===== src/rtl/hilo_pkg.sv =====
`default_nettype none
// ============================================================================
//  Module      : hilo_pkg
//  Description : Shared definitions for the HI/LO multiply/divide unit.
//                Operation encoding, FSM state type, default datapath width
//                and a helper that tells real commands from NOP/reserved.
//  Macros      : none (HILO_BYPASS_EN is consumed by hilo_muldiv_unit)
//  Revision    : 1.0  initial release
// ============================================================================
package hilo_pkg;

  localparam int DEFAULT_WIDTH = 32;

  localparam logic [2:0] OP_NOP   = 3'd0;
  localparam logic [2:0] OP_MULT  = 3'd1;
  localparam logic [2:0] OP_MULTU = 3'd2;
  localparam logic [2:0] OP_DIV   = 3'd3;
  localparam logic [2:0] OP_DIVU  = 3'd4;
  localparam logic [2:0] OP_MTHI  = 3'd5;
  localparam logic [2:0] OP_MTLO  = 3'd6;

  typedef enum logic [1:0] {
    IDLE = 2'd0,
    MUL  = 2'd1,
    DIV  = 2'd2,
    SIGN = 2'd3
  } state_t;

  // Encoding 7 is reserved and behaves exactly like NOP.
  function automatic logic is_cmd(input logic [2:0] op);
    return (op >= OP_MULT) && (op <= OP_MTLO);
  endfunction

endpackage
`default_nettype wire


===== src/rtl/hilo_muldiv_unit_div_core.sv =====
`default_nettype none
// ============================================================================
//  Module      : div_core
//  Description : Iterative unsigned restoring divider, one quotient bit per
//                step. The caller presents magnitudes; sign handling, step
//                counting and divide-by-zero policy live in the parent.
//  Ports       : clk, rst_n      clock / async active-low reset
//                start           load dividend/divisor (wins over step)
//                dividend        unsigned dividend
//                divisor         unsigned divisor
//                step            perform one restoring iteration
//                quotient        current quotient register
//                remainder       current partial remainder
//  Revision    : 1.0  initial release
// ============================================================================
module div_core
  import hilo_pkg::*;
#(
  parameter int WIDTH = DEFAULT_WIDTH
) (
  input  logic             clk,
  input  logic             rst_n,
  input  logic             start,
  input  logic [WIDTH-1:0] dividend,
  input  logic [WIDTH-1:0] divisor,
  input  logic             step,
  output logic [WIDTH-1:0] quotient,
  output logic [WIDTH-1:0] remainder
);

  logic [WIDTH-1:0] r_quo;
  logic [WIDTH-1:0] r_rem;
  logic [WIDTH-1:0] r_dvs;

  // The dividend is shifted out of the quotient register MSB-first while
  // quotient bits are shifted in at the bottom.
  logic [WIDTH:0] w_shift;
  logic [WIDTH:0] w_diff;
  logic           w_fits;

  assign w_shift = {r_rem, r_quo[WIDTH-1]};
  assign w_diff  = w_shift - {1'b0, r_dvs};
  assign w_fits  = ~w_diff[WIDTH];

  always_ff @(posedge clk or negedge rst_n) begin
    if (!rst_n) begin
      r_quo <= '0;
      r_rem <= '0;
      r_dvs <= '0;
    end else if (start) begin
      r_quo <= dividend;
      r_rem <= '0;
      r_dvs <= divisor;
    end else if (step) begin
      r_quo <= {r_quo[WIDTH-2:0], w_fits};
      r_rem <= w_fits ? w_diff[WIDTH-1:0] : w_shift[WIDTH-1:0];
    end
  end

  assign quotient  = r_quo;
  assign remainder = r_rem;

endmodule
`default_nettype wire


===== src/rtl/hilo_muldiv_unit.sv =====
`default_nettype none
// ============================================================================
//  Module      : hilo_muldiv_unit
//  Description : Multi-cycle producer for the HI/LO registers. Runs
//                MULT/MULTU/DIV/DIVU iteratively, accepts MTHI/MTLO, and
//                asks the pipeline to stall while an op is in flight.
//  Macros      : HILO_BYPASS_EN - hi_out/lo_out show the value being written
//                in the same cycle (MTHI/MTLO accept, final MUL/SIGN cycle).
//  Ports       : clk, rst_n      clock / async active-low reset
//                op_valid, op    command from ID/EX (held until accept)
//                src_a, src_b    forwarded rs / rt operands
//                mf_req          MFHI/MFLO waiting in ID/EX
//                flush           squash the in-flight operation
//                accept          command taken this cycle (comb)
//                busy            mul/div in progress (registered)
//                stall_req       freeze IF/ID/EX (comb)
//                hi_out, lo_out  HI / LO values
//                done            one-cycle pulse after a mul/div write
//  Revision    : 1.0  initial release
// ============================================================================
module hilo_muldiv_unit
  import hilo_pkg::*;
#(
  parameter int WIDTH      = DEFAULT_WIDTH,
  parameter int MUL_CYCLES = 4,
  // The divider retires one quotient bit per cycle, so this must equal WIDTH.
  parameter int DIV_CYCLES = WIDTH
) (
  input  logic             clk,
  input  logic             rst_n,
  input  logic             op_valid,
  input  logic [2:0]       op,
  input  logic [WIDTH-1:0] src_a,
  input  logic [WIDTH-1:0] src_b,
  input  logic             mf_req,
  input  logic             flush,
  output logic             accept,
  output logic             busy,
  output logic             stall_req,
  output logic [WIDTH-1:0] hi_out,
  output logic [WIDTH-1:0] lo_out,
  output logic             done
);

  localparam int c_cnt_max = (MUL_CYCLES > DIV_CYCLES) ? MUL_CYCLES : DIV_CYCLES;
  localparam int c_cnt_w   = (c_cnt_max > 1) ? $clog2(c_cnt_max) : 1;
  localparam logic [c_cnt_w-1:0] c_mul_last = c_cnt_w'(MUL_CYCLES - 1);
  localparam logic [c_cnt_w-1:0] c_div_last = c_cnt_w'(DIV_CYCLES - 1);

  state_t             r_state;
  logic [c_cnt_w-1:0] r_cnt;
  logic               r_busy;
  logic               r_done;
  logic [WIDTH-1:0]   r_hi;
  logic [WIDTH-1:0]   r_lo;
  logic [WIDTH-1:0]   r_a;      // raw operands, kept for sign fix-up and /0
  logic [WIDTH-1:0]   r_b;
  logic               r_signed;

  logic               w_accept;
  logic               w_is_mul;
  logic               w_is_div;
  logic               w_op_signed;
  logic [WIDTH-1:0]   w_abs_a;
  logic [WIDTH-1:0]   w_abs_b;
  logic [WIDTH-1:0]   w_quo;
  logic [WIDTH-1:0]   w_rem;

  assign w_accept    = op_valid & is_cmd(op) & (r_state == IDLE) & ~flush;
  assign w_is_mul    = (op == OP_MULT) | (op == OP_MULTU);
  assign w_is_div    = (op == OP_DIV)  | (op == OP_DIVU);
  assign w_op_signed = (op == OP_MULT) | (op == OP_DIV);

  // Signed divide works on magnitudes; the result sign is restored in SIGN.
  assign w_abs_a = ((op == OP_DIV) && src_a[WIDTH-1]) ? -src_a : src_a;
  assign w_abs_b = ((op == OP_DIV) && src_b[WIDTH-1]) ? -src_b : src_b;

  div_core #(.WIDTH(WIDTH)) u_div_core (
    .clk       (clk),
    .rst_n     (rst_n),
    .start     (w_accept & w_is_div),
    .dividend  (w_abs_a),
    .divisor   (w_abs_b),
    .step      (r_state == DIV),
    .quotient  (w_quo),
    .remainder (w_rem)
  );

  // Full-width product; sign- or zero-extension selects MULT vs MULTU.
  logic [2*WIDTH-1:0] w_ext_a;
  logic [2*WIDTH-1:0] w_ext_b;
  logic [2*WIDTH-1:0] w_prod;

  assign w_ext_a = r_signed ? {{WIDTH{r_a[WIDTH-1]}}, r_a} : {{WIDTH{1'b0}}, r_a};
  assign w_ext_b = r_signed ? {{WIDTH{r_b[WIDTH-1]}}, r_b} : {{WIDTH{1'b0}}, r_b};
  assign w_prod  = w_ext_a * w_ext_b;

  // Quotient sign is the XOR of operand signs; remainder follows the dividend.
  logic             w_neg_q;
  logic             w_neg_r;
  logic             w_dz;
  logic [WIDTH-1:0] w_div_hi;
  logic [WIDTH-1:0] w_div_lo;

  assign w_neg_q  = r_signed & (r_a[WIDTH-1] ^ r_b[WIDTH-1]);
  assign w_neg_r  = r_signed & r_a[WIDTH-1];
  assign w_dz     = (r_b == '0);
  assign w_div_hi = w_dz ? r_a : (w_neg_r ? -w_rem : w_rem);
  assign w_div_lo = w_dz ? '1  : (w_neg_q ? -w_quo : w_quo);

  // HI/LO write port, shared by the register update and the optional bypass.
  logic             w_mul_wr;
  logic             w_div_wr;
  logic             w_hi_we;
  logic             w_lo_we;
  logic [WIDTH-1:0] w_hi_d;
  logic [WIDTH-1:0] w_lo_d;

  assign w_mul_wr = (r_state == MUL) & (r_cnt == '0) & ~flush;
  assign w_div_wr = (r_state == SIGN) & ~flush;

  always_comb begin
    w_hi_we = 1'b0;
    w_lo_we = 1'b0;
    w_hi_d  = r_hi;
    w_lo_d  = r_lo;
    if (w_mul_wr) begin
      w_hi_we = 1'b1;
      w_lo_we = 1'b1;
      w_hi_d  = w_prod[2*WIDTH-1:WIDTH];
      w_lo_d  = w_prod[WIDTH-1:0];
    end else if (w_div_wr) begin
      w_hi_we = 1'b1;
      w_lo_we = 1'b1;
      w_hi_d  = w_div_hi;
      w_lo_d  = w_div_lo;
    end else if (w_accept && (op == OP_MTHI)) begin
      w_hi_we = 1'b1;
      w_hi_d  = src_a;
    end else if (w_accept && (op == OP_MTLO)) begin
      w_lo_we = 1'b1;
      w_lo_d  = src_a;
    end
  end

  always_ff @(posedge clk or negedge rst_n) begin
    if (!rst_n) begin
      r_state  <= IDLE;
      r_cnt    <= '0;
      r_busy   <= 1'b0;
      r_done   <= 1'b0;
      r_hi     <= '0;
      r_lo     <= '0;
      r_a      <= '0;
      r_b      <= '0;
      r_signed <= 1'b0;
    end else begin
      if (w_hi_we) r_hi <= w_hi_d;
      if (w_lo_we) r_lo <= w_lo_d;
      r_done <= 1'b0;

      if (flush) begin
        r_state <= IDLE;
        r_busy  <= 1'b0;
      end else begin
        case (r_state)
          IDLE: begin
            if (w_accept && (w_is_mul || w_is_div)) begin
              r_state  <= w_is_mul ? MUL : DIV;
              r_cnt    <= w_is_mul ? c_mul_last : c_div_last;
              r_busy   <= 1'b1;
              r_a      <= src_a;
              r_b      <= src_b;
              r_signed <= w_op_signed;
            end
          end
          MUL: begin
            if (r_cnt == '0) begin
              r_state <= IDLE;
              r_busy  <= 1'b0;
              r_done  <= 1'b1;
            end else begin
              r_cnt <= r_cnt - c_cnt_w'(1);
            end
          end
          DIV: begin
            if (r_cnt == '0) begin
              r_state <= SIGN;
            end else begin
              r_cnt <= r_cnt - c_cnt_w'(1);
            end
          end
          SIGN: begin
            r_state <= IDLE;
            r_busy  <= 1'b0;
            r_done  <= 1'b1;
          end
          default: begin
            r_state <= IDLE;
            r_busy  <= 1'b0;
          end
        endcase
      end
    end
  end

  assign accept    = w_accept;
  assign busy      = r_busy;
  assign done      = r_done;
  assign stall_req = r_busy & (mf_req | (op_valid & is_cmd(op)));

`ifdef HILO_BYPASS_EN
  assign hi_out = w_hi_we ? w_hi_d : r_hi;
  assign lo_out = w_lo_we ? w_lo_d : r_lo;
`else
  assign hi_out = r_hi;
  assign lo_out = r_lo;
`endif

endmodule
`default_nettype wire


===== config.mk =====
export PLATFORM = sky130hd
export DESIGN_NAME = hilo_muldiv_unit
export DESIGN_NICKNAME = d
export VERILOG_FILES = /design/src/rtl/hilo_pkg.sv /design/src/rtl/hilo_muldiv_unit_div_core.sv /design/src/rtl/hilo_muldiv_unit.sv
export SDC_FILE = /design/constraint.sdc
export NUM_CORES = 2
export LEC_CHECK = 0
export ABC_CLOCK_PERIOD_IN_PS = 16400
export BUFFER_PORTS_ARGS = -buffer_cell sky130_fd_sc_hd__buf_2
export CAP_MARGIN = 20
export CORE_ASPECT_RATIO = 0.7
export CORE_MARGIN = 2
export CORE_UTILIZATION = 60
export DETAILED_ROUTE_END_ITERATION = 7
export MAX_ROUTING_LAYER = met4
export PLACE_DENSITY = 0.74
export SLEW_MARGIN = 20
export SYNTH_ARGS = -nofsm -noshare
export SYNTH_HDL_FRONTEND = slang
export SYNTH_SLANG_ARGS = --single-unit

===== constraint.sdc =====
create_clock -name clk -period 16.4 [get_ports clk]
set_input_delay 2.46 -clock clk [delete_from_list [all_inputs] [get_ports clk]]
set_output_delay 2.46 -clock clk [all_outputs]
set_load 0.02 [all_outputs]

# --- Yosys cells after proc, flatten, opt, wreduce, memory -nomap -nowiden ---
# Index checks and enable logic that the tools add are counted.
# Widths: inputs -> output; s select.
totals:
  latch_bits: 0
  input_bits: 72
  mem_bits_rw: 0
  output_inout_bits: 68
  reg_bits: 234
  mem_count: 0
  word_cells: 119
  mem_bits_ro: 0
classes:
  n_reduce_logical: 22
  multipliers: 1
  add_sub_neg: 6
  order_cmp: 2
  n_eq_ne: 15
  n_mux: 44
  bitwise_logic: 17
  shift: 0
  div_mod_pow: 0
op_table:
  columns: ["cell", "count"]
  rows:
  - ["$mux 32", 18]
  - ["$mux 64", 2]
  - ["$neg 32->32", 4]
  - ["$mul 64x64->64", 1]
  - ["$sub 33x32->33", 1]
  - ["$logic_not 32->1", 1]
  - ["$mux 5", 3]
  - ["$mux 1", 12]
  - ["$reduce_and 3->1", 4]
  - ["$and 1x1->1", 10]
  - ["$mux 2", 5]
  - ["$pmux 5 s2", 1]
  - ["$eq 3x3->1 const B", 3]
  - ["$pmux 2 s4", 1]
  - ["$eq 3x2->1 const B", 2]
  - ["$logic_and 1x1->1", 6]
  - ["$ne 3x2->1 const B", 2]
  - ["$ne 3x3->1 const B", 2]
  - ["$reduce_bool 3->1", 2]
  - ["$logic_not 5->1", 1]
  - ["$sub 5x1->5 const B", 1]
  - ["$eq 2x2->1 const B", 2]
  - ["$or 1x1->1", 4]
  - ["$reduce_and 4->1", 1]
  - ["other kinds (16)", 18]

# --- Logic depth before layout (Yosys ltp) ---
logic_depth:
  depth_word: 11
  mapped_depth: 36

# --- Modules after synthesis ---
# Synthesis repeated with hierarchy kept, for this count alone.
hier_totals:
  hier_cells: 6926
  area_unflattened_um2: 63518.4
by_module_without_submodules:
  columns: ["module", "instances", "cells_per_inst", "area_per_inst_um2"]
  rows:
  - ["hilo_muldiv_unit", 1, 6214, 57234.9]
  - ["div_core", 1, 712, 6283.5]

# --- Least setup slack after synthesis ---
# OpenSTA, ideal clock, no wires.
synth_path:
  path_kind: "reg2reg"
  startpoint: "register r_a[31]"
  endpoint: "register r_hi[26] (netlist: hi_out[26])"
  setup_time_ns: 0.126
  path_slack_ns: 6.715
  t_required_ns: 16.274
  arrival_time_ns: 9.559
  path_stages_with_launch: 34
  period_less_slack_ns: 9.685
  path_cell_list: "dfrtp_1 clkbuf_1 and2_1 clkbuf_1 buf_1 nand2_1 fa_1 inv_1 fa_1 fa_1 inv_1 fa_1 inv_1 fa_1 fa_1 fa_1 fa_1 fa_1 inv_1 fa_1 inv_1 ha_1 clkbuf_1 and3_1 clkbuf_1 a221oi_1 o21ai_1 o41ai_1 nand3_1 a221oi_1 nor2b_1 a21oi_1 xnor2_1 a221o_1"
synth_between:
  elab_chain_cells: 5
synth_rtl:
  columns: ["element", "line", "text"]
  rows:
  - ["start: declaration", "hilo_muldiv_unit.sv:56", "logic [WIDTH-1:0] r_a;"]
  - ["start signal: assignment", "hilo_muldiv_unit.sv:172", "r_a <= src_a;"]
  - ["parallel branches: the longest is 4 deep, another holds $mul 64x64->64", null, null]
  - ["$mux 32 (*)", "hilo_muldiv_unit.sv:127", "if (w_mul_wr) begin"]
  - ["end signal: assignment", "hilo_muldiv_unit.sv:158", "if (w_hi_we) r_hi <= w_hi_d;"]
  - ["end: declaration", "hilo_muldiv_unit.sv:54", "logic [WIDTH-1:0] r_hi;"]
# Mark *: on every way between the ends.
# A chain may end at the register's enable or synchronous reset.

# --- Final worst setup path ---
layout_path:
  startpoint: "register r_signed"
  endpoint: "register r_hi[26] (netlist: hi_out[26])"
layout_between:
  elab_chain_cells: 5
layout_rtl:
  columns: ["element", "line", "text"]
  rows:
  - ["start: declaration", "hilo_muldiv_unit.sv:58", "logic r_signed;"]
  - ["start signal: assignment", "hilo_muldiv_unit.sv:174", "r_signed <= w_op_signed;"]
  - ["parallel branches: the longest is 4 deep, another holds $mul 64x64->64", null, null]
  - ["$mux 32 (*)", "hilo_muldiv_unit.sv:127", null]
# Marks and branches as above.

==> metrics.md <==
| Metric | Value |
|---|---|
| Most common cell after layout, fill and taps aside | `inv_1` |
| Clk_skew | `about 0.021 ns` |
| Crit path time final | `around 11 ns` |
| Max cap viols | `0` |
| Clock Latency Late Sink | `between 0.5 and 0.6 ns` |
| Total of fill cells in the finished design | `approximately 9,000` |
| Post-route clock period utilization | `0.644` |
| Seq/Total Area, Yosys | `0.0930` |
| Most frequent cells in the layout | `inv_1 (1,580), fa_1 (1,420), nand2_1 (732), and2_1 (572), ha_1 (350)` |
| CTS sink cnt | `approximately 230` |
| Initial core utilization | `0.605` |
| Routed len/inst | `between 20 and 30 um` |
| Worst setup SP type | `flop` |
| Critical Path End Type | `flop` |
| Netlist cell types | `80` |
| Ys async rst share | `1.00` |
| Core Box Area | `104,000 um2` |
| CP max stage cell | `fa_1` |
| Hold buffers post-CTS | `0` |
| Mapped Area | `62,900 um2` |
| Port buffer count | `~140` |
| Cells after synthesis | `6,879` |
| RSZ-0062 raised after global routing | `false` |
| Root Driver | `clkbuf_16` |
| WS Path Type | `flop to flop` |
| FMAX | `between 90 and 100 MHz` |
| Worst EP required | `16.86 ns` |
| Final hold vios | `0` |
| Worst rel slew slack | `0.248` |
| Status | `finished, final reports clean` |
| Num ports | `140` |
| Hpwl dp | `between 150,000 and 200,000 um` |
| Seq cells post-synth | `about 230` |
| Yosys warning count | `0` |
| Vias in the first global route | `around 50,000` |
| Top FF cell, synth | `dfrtp_1` |
| Die area | `between 100,000 and 150,000 um2` |
| Total Routing Usage GR | `0.413` |
| Worst-Margin Slew | `1.12 ns` |
| Most used cell, CP | `fa_1` |
| First-pass GRT wire length | `around 320,000 um` |
| Clk buf depth | `3` |
| Number of flops mapped to enable cells by yosys | `0` |
| Die Width | `approximately 390 um` |
| Slew Limit Fails | `0` |
| Routability Congestion | `about 1.1` |
| DRT iter0 DRCs | `around 4,900` |
| 1st-pass router iterations | `6` |
| Fin nets | `approximately 8,600` |
| Largest net degree at the start of global routing | `just under 100` |
| Setup violators final | `0` |
| Worst-path clk slew | `0.06 ns` |
| # Post-CTS Setup Buffers | `0` |
| Initial antenna violation count | `5` |
| Avg Inst Size Synth | `9.15 um2` |
| Critical Path Fanout Max | `23` |
| Routed WL | `206,000 um` |
| Grt total ovfl | `0` |
| Post-route setup TNS | `0 ns` |
| Floorplan row count | `between 90 and 100` |
| Layout cell share with drive strength beyond 1 | `0.0582` |
| Critical Path Max Stage Delay | `0.90 ns` |
| PostCTS Resize Cnt | `0` |
| Antenna Nets Post-Route | `0` |
| Drt drc | `0` |
| Synth-to-layout area growth | `4.34%` |
| Worst hold path class | `flop to flop` |
| Worst Path Arrival | `approximately 11 ns` |
| Die height | `roughly 270 um` |
| Number of H-tree levels | `1` |
| Total number of vias | `just under 50,000` |
| Vias per cell | `just under 6` |
| CTS Buf Count | `28` |
| CTS tree | `built` |
| Synth Net Count | `8,722` |
sequential cells by signal, summed over array words and instances (netlist names), 2 cells and up:
signal,cells
hi_out,32
lo_out,32
r_a,32
r_b,32
r_cnt,5
r_state,2
u_div_core.quotient,32
u_div_core.r_dvs,32
u_div_core.remainder,32
layout make-up:
type,instances,area (um2),area share
multi-input cells,4687,49800,0.758
inverters,1580,5930,0.0903
flip-flops and latches,234,5870,0.0893
well taps,1363,1710,0.0260
repair buffers,234,1420,0.0216
clock buffers,33,761,0.0116
clock inverters,19,194,0.00295
diodes,3,7.51,0.000114
cell families after synthesis:
kind of cell    Yosys count  share of synthesized area
buf+inv                1958                      0.117
fa+ha+maj              1773                      0.522
compound gates          796                     0.0780
simple gates           1772                      0.139
flops                   234                     0.0930
mux                      92                     0.0158
xor+xnor                254                     0.0354
Yosys cell counts (22+ instances only):
cell,instances,area share
nor4_1,24,0.0024
nor3_1,36,0.0029
nand2_1,734,0.044
mux2_2,59,0.011
ha_1,351,0.070
nor2_1,196,0.012
fa_1,1420,0.45
a21o_1,49,0.0058
o21ai_0,247,0.020
mux2i_1,33,0.0052
and2_1,572,0.057
dfrtp_1,234,0.093
nand4_1,22,0.0022
a21oi_1,203,0.016
xnor2_1,161,0.022
a31oi_1,67,0.0067
inv_1,1580,0.094
nand3_1,66,0.0052
xor2_1,93,0.013
a211oi_1,27,0.0032
clkbuf_1,351,0.021
and3_1,33,0.0033
routing by layer:
metal  vias up  track usage  wire length, um
li1      20500            -                -
met1     24700        0.605            89800
met4         0       0.0801             4550
met5         -            -                0
met2      2836        0.526            78900
met3       300        0.181            32900
critical path: cells and delay by family, from the launching register on:
family / cells / cell delay [ns]
flip-flops: 1 / 0.38
adder cells (fa/ha/maj): 11 / 6.09
XOR/XNOR: 1 / 0.09
buffers and inverters: 8 / 1.05
AND/OR/NAND/NOR: 5 / 0.94
AO/OA/AOI/OAI: 6 / 1.85
worst paths after layout:
path                       depth (start not counted)  slack, ns                        startpoint                          endpoint
setup / recovery                                  31       5.84              r_signed$_DFFE_PN0P_            hi_out[26]$_DFFE_PN0P_
hold / removal                                     2       0.48  u_div_core.r_dvs[17]$_DFFE_PN0P_  u_div_core.r_dvs[17]$_DFFE_PN0P_
setup reg to reg                                  31       5.84              r_signed$_DFFE_PN0P_            hi_out[26]$_DFFE_PN0P_
hold reg to reg                                    2       0.48  u_div_core.r_dvs[17]$_DFFE_PN0P_  u_div_core.r_dvs[17]$_DFFE_PN0P_
max in group asynchronous                          2      12.91                             rst_n               r_b[25]$_DFFE_PN0P_
min in group asynchronous                          1       1.88                             rst_n              r_cnt[0]$_DFFE_PN0P_
stage by stage:
step	setup slack, ns	utilization	cells	instance area [um2]	hold WS (ns)
floorplan	6.72	-	6879	62900	0.450
global placement	6.01	0.622	8098	64700	0.463
detailed placement	5.85	0.622	8098	64700	0.470
CTS	5.84	0.631	8150	65600	0.484
global route	5.35	0.631	8152	65700	0.520
finish	5.84	0.631	8153	65700	0.481
Power is not shown: default switching activity piles up to over one toggle a cycle in this logic, so the estimate is an artifact.
